<file path="src/rtl/pll_pkg.sv">
// Shared definitions for the PLL phase/frequency detector and its controller.
//   pfd_state_t   : detector FSM state encoding
//   CNT_W_DEF     : default pulse-width counter width
//   MAX_WIDTH_DEF : default longest UP/DOWN pulse in clk cycles (slip timeout)
package pll_pkg;

  localparam int CNT_W_DEF     = 8;
  localparam int MAX_WIDTH_DEF = 255;

  typedef enum logic [2:0] {
    IDLE,
    LEAD_REF,
    LEAD_FB,
    COINC,
    RELEASE
  } pfd_state_t;

endpackage

</file>
<file path="src/rtl/edge_sync.sv">
// Synchronizes an asynchronous clock-like input into clk and produces a
// registered one-cycle strobe on each rising edge.
//   clk     : sampling clock
//   reset_n : asynchronous active-low reset
//   d       : asynchronous input
//   rise    : one-cycle registered rising-edge strobe
module edge_sync #(
  parameter int SYNC_STAGES = 2
) (
  input  logic clk,
  input  logic reset_n,
  input  logic d,
  output logic rise
);

  // Rise detection stays blocked until the chain and the edge register hold
  // real post-reset samples, so an input already high at reset release is
  // not mistaken for an edge.
  localparam int WARM   = SYNC_STAGES + 1;
  localparam int WARM_W = $clog2(WARM + 1);

  logic [SYNC_STAGES-1:0] sync_q;
  logic                   prev_q;
  logic [WARM_W-1:0]      warm_q;

  always_ff @(posedge clk or negedge reset_n) begin
    if (!reset_n) begin
      sync_q <= '0;
      prev_q <= 1'b0;
      warm_q <= WARM_W'(WARM);
      rise   <= 1'b0;
    end else begin
      sync_q[0] <= d;
      for (int i = 1; i < SYNC_STAGES; i++) begin
        sync_q[i] <= sync_q[i-1];
      end
      prev_q <= sync_q[SYNC_STAGES-1];
      rise   <= (warm_q == '0) && sync_q[SYNC_STAGES-1] && !prev_q;
      if (warm_q != '0) begin
        warm_q <= warm_q - WARM_W'(1);
      end
    end
  end

endmodule

</file>
<file path="src/rtl/pfd_sync.sv">
// Oversampled phase/frequency detector. Compares synchronized rising edges of
// ref_in and fb_in and emits active-low UP/DOWN pulses whose length is the
// phase error in clk cycles.
//   clk         : block clock, oversamples ref_in/fb_in
//   reset_n     : asynchronous active-low reset
//   en          : detector enable, low forces idle
//   ref_in      : reference clock (asynchronous)
//   fb_in       : divided DCO feedback clock (asynchronous)
//   p_up        : active-low UP pulse (ref leads)
//   p_down      : active-low DOWN pulse (fb leads)
//   pulse_width : length in cycles of the last completed pulse
//   width_valid : one-cycle strobe when pulse_width updates
//   slip        : one-cycle strobe on cycle slip or timeout
//
// state    | meaning
// IDLE     | waiting for a ref or fb edge (consumes pending edges)
// LEAD_REF | ref edge seen, p_up low, counting until fb edge
// LEAD_FB  | fb edge seen, p_down low, counting until ref edge
// COINC    | both edges in the same cycle, both outputs low one cycle
// RELEASE  | both outputs high one cycle, edges seen here are held pending
module pfd_sync
  import pll_pkg::*;
#(
  parameter int SYNC_STAGES = 2,
  parameter int CNT_W       = CNT_W_DEF,
  parameter int MAX_WIDTH   = MAX_WIDTH_DEF
) (
  input  logic             clk,
  input  logic             reset_n,
  input  logic             en,
  input  logic             ref_in,
  input  logic             fb_in,
  output logic             p_up,
  output logic             p_down,
  output logic [CNT_W-1:0] pulse_width,
  output logic             width_valid,
  output logic             slip
);

  localparam logic [CNT_W-1:0] MAX_CNT = CNT_W'(MAX_WIDTH);
  localparam logic [CNT_W-1:0] ONE     = CNT_W'(1);

  logic ref_rise, fb_rise;

  edge_sync #(.SYNC_STAGES(SYNC_STAGES)) u_ref_sync (
    .clk     (clk),
    .reset_n (reset_n),
    .d       (ref_in),
    .rise    (ref_rise)
  );

  edge_sync #(.SYNC_STAGES(SYNC_STAGES)) u_fb_sync (
    .clk     (clk),
    .reset_n (reset_n),
    .d       (fb_in),
    .rise    (fb_rise)
  );

  pfd_state_t       state_q, state_d;
  logic [CNT_W-1:0] cnt_q, cnt_d;
  logic             pend_ref_q, pend_ref_d;
  logic             pend_fb_q, pend_fb_d;
  logic             p_up_d, p_down_d;
  logic [CNT_W-1:0] width_d;
  logic             wv_d, slip_d;

  always_ff @(posedge clk or negedge reset_n) begin
    if (!reset_n) begin
      state_q     <= IDLE;
      cnt_q       <= '0;
      pend_ref_q  <= 1'b0;
      pend_fb_q   <= 1'b0;
      p_up        <= 1'b1;
      p_down      <= 1'b1;
      pulse_width <= '0;
      width_valid <= 1'b0;
      slip        <= 1'b0;
    end else begin
      state_q     <= state_d;
      cnt_q       <= cnt_d;
      pend_ref_q  <= pend_ref_d;
      pend_fb_q   <= pend_fb_d;
      p_up        <= p_up_d;
      p_down      <= p_down_d;
      pulse_width <= width_d;
      width_valid <= wv_d;
      slip        <= slip_d;
    end
  end

  always_comb begin
    state_d    = state_q;
    cnt_d      = cnt_q;
    pend_ref_d = pend_ref_q;
    pend_fb_d  = pend_fb_q;
    width_d    = pulse_width;
    wv_d       = 1'b0;
    slip_d     = 1'b0;

    if (!en) begin
      state_d    = IDLE;
      cnt_d      = '0;
      pend_ref_d = 1'b0;
      pend_fb_d  = 1'b0;
    end else begin
      case (state_q)
        IDLE: begin
          pend_ref_d = 1'b0;
          pend_fb_d  = 1'b0;
          if ((ref_rise || pend_ref_q) && (fb_rise || pend_fb_q)) begin
            state_d = COINC;
          end else if (ref_rise || pend_ref_q) begin
            state_d = LEAD_REF;
            cnt_d   = ONE;
          end else if (fb_rise || pend_fb_q) begin
            state_d = LEAD_FB;
            cnt_d   = ONE;
          end
        end
        LEAD_REF: begin
          if (fb_rise) begin
            state_d    = RELEASE;
            width_d    = cnt_q;
            wv_d       = 1'b1;
            cnt_d      = '0;
            // a ref edge arriving with the closing fb edge starts the next
            // comparison instead of being dropped
            pend_ref_d = ref_rise;
          end else if (ref_rise) begin
            slip_d = 1'b1;
            cnt_d  = ONE;
          end else if (cnt_q >= MAX_CNT) begin
            state_d = RELEASE;
            width_d = MAX_CNT;
            wv_d    = 1'b1;
            slip_d  = 1'b1;
            cnt_d   = '0;
          end else begin
            cnt_d = cnt_q + ONE;
          end
        end
        LEAD_FB: begin
          if (ref_rise) begin
            state_d   = RELEASE;
            width_d   = cnt_q;
            wv_d      = 1'b1;
            cnt_d     = '0;
            pend_fb_d = fb_rise;
          end else if (fb_rise) begin
            slip_d = 1'b1;
            cnt_d  = ONE;
          end else if (cnt_q >= MAX_CNT) begin
            state_d = RELEASE;
            width_d = MAX_CNT;
            wv_d    = 1'b1;
            slip_d  = 1'b1;
            cnt_d   = '0;
          end else begin
            cnt_d = cnt_q + ONE;
          end
        end
        COINC: begin
          state_d    = RELEASE;
          width_d    = '0;
          wv_d       = 1'b1;
          pend_ref_d = pend_ref_q | ref_rise;
          pend_fb_d  = pend_fb_q | fb_rise;
        end
        RELEASE: begin
          state_d    = IDLE;
          pend_ref_d = pend_ref_q | ref_rise;
          pend_fb_d  = pend_fb_q | fb_rise;
        end
        default: begin
          state_d = IDLE;
        end
      endcase
    end

    // outputs follow the next state so they come straight off flops
    p_up_d   = !((state_d == LEAD_REF) || (state_d == COINC));
    p_down_d = !((state_d == LEAD_FB) || (state_d == COINC));
  end

endmodule

</file>
<file path="config.mk">
export PLATFORM = sky130hd
export DESIGN_NAME = pfd_sync
export DESIGN_NICKNAME = d
export VERILOG_FILES = /design/src/rtl/pll_pkg.sv /design/src/rtl/edge_sync.sv /design/src/rtl/pfd_sync.sv
export SDC_FILE = /design/constraint.sdc
export NUM_CORES = 1
export LEC_CHECK = 0
export ABC_AREA = 1
export CAP_MARGIN = 20
export CORE_MARGIN = 4
export CORE_UTILIZATION = 45
export DETAILED_ROUTE_END_ITERATION = 8
export PLACE_DENSITY = 0.75
export SLEW_MARGIN = 15
export SYNTH_ARGS = -nofsm -noshare
export SYNTH_HDL_FRONTEND = slang
export SYNTH_SLANG_ARGS = --single-unit
</file>
<file path="constraint.sdc">
create_clock -name clk -period 1.27 [get_ports clk]
set_input_delay 0.381 -clock clk [delete_from_list [all_inputs] [get_ports clk]]
set_output_delay 0.381 -clock clk [all_outputs]
set_load 0.05 [all_outputs]
</file>
==> out/results.tsv <==
metric	value	unit
status	finished with violations	
violations	negative setup slack	
track_usage	0.228	
dpl.hpwl	3.36	mm
p_leak	1.67	nW
fin_ws	-0.237	ns
switchingPower	0.00137	W
cp_data_arrival_time	1.74	ns
synth_cells	261	
cts_root_buffer	clkbuf_8	
setup_viol	27	
clkPwrFrac	0.227	
cts_sinks	37	
grt_setup_unrepaired	yes	
ir_drop	1200	µV
clockBufferDepth	2	
die_x	74.4	µm
layout.nets	358	
hp-class	flop to flop	
rr_worst_depth	10	
hold_viol_final	0	
num_rows	23	
antenna_found_initial	0	
cpPeakStageDelay	0.44	ns
initial_core_util	0.482	
slew_headroom	0.756	
startpoint_type	flop	
syn-mean-instance-area	7.59	µm²
power.combinational.fraction	0.406	
worstPathRequired	1.50	ns
cp_cell_sequence	inv_2, nand2_2, nor2_4, nand2_2, nand2_2, nand2_2, nand2_4, buf_6, nand2_1, nand2_1	
n_antenna_cell	0	
crit_fanout	6	
grt_pass1_wl	9.61	mm
die_h	74.4	µm
clk_pin_slew	0.09	ns
antenna_left	0	
wl	6.40	mm
cap_violations	0	
holdPathStages	0	
period_needed	1.51	ns
viasPerCell	5.21	
crit_slowest_cell	dfrtp_1	
synth_seq_area_share	0.471	
maxSlewViolCount	0	
fmax	664	MHz
seqPwrFrac	0.367	
yosys_warnings	0	
drtIter0Drc	237	
crit_path_end_kind	flop	
synthesis.nets	269	
num_vias	2091	
insertion_delay	0.30	ns
area_delta_synth_final	62.1	%
pre_cts_ws	-0.389	ns
grt_max_degree	16	
critPathKind	flop to flop	
core-area	4120	µm²
first_pass_iters	4	
ys_ff_latch	37	
drc	0	
final_cell_mix	88 x nand2_1, 57 x buf_4, 28 x inv_1, 28 x dfrtp_1, 22 x nand2_2	
powerDensity	1150	nW/µm²
drive_above_1_share	0.510	
fin_crit_sh	1.19	
grt_pass1_vias	2179	
critPathMostFrequentCell	nand2_2	
intPower	0.00232	W
clock_skew	0.0163	ns
hold-worst-slack	0.354	ns
final_common_cell	nand2_1	
tightest_slew	0.366	ns
netSwitchingFraction	0.371	
n_fill_cell	248	
syn-cell-area	1980	µm²
top_level_ports	17	
gp_congestion	0.920	
cts_max_level	2	
numPortBuffers	16	
gr-total-overflow	0	
cts_tree	done	
dieArea	5530	µm²
cts_buffers	5	
synth_cell_types	26	
fin_tns_setup	-4.59	ns
routedWlPerCell	16.0	µm
==> routing by layer <==
metal | track usage | vias up | wire, µm
li1 | - | 974 | -
met1 | 0.277 | 1009 | 2640
met2 | 0.383 | 86 | 3160
met3 | 0.0432 | 22 | 422
met4 | 0.119 | 0 | 171
met5 | 0 | - | 0
==> critical path, delay by kind of cell, from the launching register on <==
| kind | cells | cell delay (ns) |
|---|---|---|
| and+or+nand+nor | 8 | 0.71 |
| DFF | 1 | 0.44 |
| buffers and inverters | 2 | 0.27 |
==> registers in the layout, summed over array words and instances (netlist names) <==
name and flops:
u_fb_sync.prev_q 1, slip 1, u_ref_sync.sync_q 2, cnt_q 8
u_ref_sync.prev_q 1, u_fb_sync.rise 1, p_up 1, u_fb_sync.warm_q 2
pend_ref_q 1, pulse_width 8, u_fb_sync.sync_q 2, u_ref_sync.warm_q 2
state_q 3, width_valid 1, p_down 1, u_ref_sync.rise 1
pend_fb_q 1
==> power groups by stage <==
stage | combinational (W) | clock [W] | sequential (W)
after floorplan | 0.000494 | 0 | 0.00144
after global placement | 0.00101 | 0 | 0.00136
after detailed placement | 0.00103 | 0 | 0.00136
after CTS | 0.00122 | 0.000831 | 0.00135
after global routing | 0.00160 | 0.000903 | 0.00136
final | 0.00150 | 0.000835 | 0.00135
==> what timing repair did <==
item | in CTS | in global routing
gates cloned | 0 | 1
endpoints found under the setup margin | 30 | 35
hold buffers | 1 | 0
hold endpoints to repair | 8 | 0
buffers inserted | 21 | 11
pin swaps | 16 | 32
resized for setup | 32 | 42
==> cells by family after synthesis <==
group           Yosys count  share of synthesized area
simple gates            153                      0.338
buf+inv                  43                     0.0922
flops                    37                      0.471
compound gates           23                     0.0713
fa+ha+maj                 3                     0.0189
xor+xnor                  2                    0.00884
==> metrics by stage <==
stage / instances / cell area [µm²] / total power (W) / util
CTS: 390 / 2980 / 0.00339 / 0.725
floorplan: 261 / 2000 / 0.00194 / -
detailed placement: 361 / 2630 / 0.00239 / 0.638
finish: 401 / 3210 / 0.00368 / 0.780
global route: 401 / 3210 / 0.00386 / 0.780
global placement: 361 / 2630 / 0.00237 / 0.638
==> cell usage after synthesis <==
library cell / count / area (µm²)
a21oi_1: 8 / 40.0
a22oi_1: 2 / 15.0
buf_2: 1 / 5.00
buf_6: 2 / 22.5
dfrtp_1: 31 / 776
dfstp_2: 6 / 158
ha_1: 3 / 37.5
inv_1: 31 / 116
inv_2: 7 / 26.3
inv_4: 2 / 12.5
nand2_1: 108 / 405
nand2_2: 10 / 62.6
nand2_4: 1 / 11.3
nand3_1: 11 / 55.1
nand3_2: 1 / 10.0
nand4_1: 1 / 6.26
nor2_1: 13 / 48.8
nor2_2: 5 / 31.3
nor2_4: 2 / 22.5
nor3_4: 1 / 16.3
o21ai_0: 4 / 20.0
o21ai_1: 5 / 25.0
o21ai_4: 1 / 16.3
o22ai_1: 2 / 12.5
o22ai_2: 1 / 12.5
xnor2_1: 2 / 17.5
==> layout make-up <==
cell class | instances | area (µm²) | share of cell area
multi-input combinational | 182 | 1120 | 0.347
clock inverter | 3 | 17.5 | 0.00545
clock buffer | 5 | 68.8 | 0.0214
timing repair buffer | 84 | 852 | 0.265
inverter | 40 | 158 | 0.0491
sequential | 37 | 937 | 0.292
tap | 50 | 62.6 | 0.0195
==> path summary, 6_finish.rpt <==
kind                                       from              endpoint  slack, ns
max reg2reg                          state_q[2]        pulse_width[1]      -0.24
min                        u_ref_sync.sync_q[0]  u_ref_sync.sync_q[1]       0.35
min reg2reg                u_ref_sync.sync_q[0]  u_ref_sync.sync_q[1]       0.35
min in group asynchronous               reset_n            pend_ref_q       0.52
max                                  state_q[2]        pulse_width[1]      -0.24
max in group asynchronous               reset_n        u_fb_sync.rise       0.23
No activity file was read; power rests on OpenSTA's default activity.
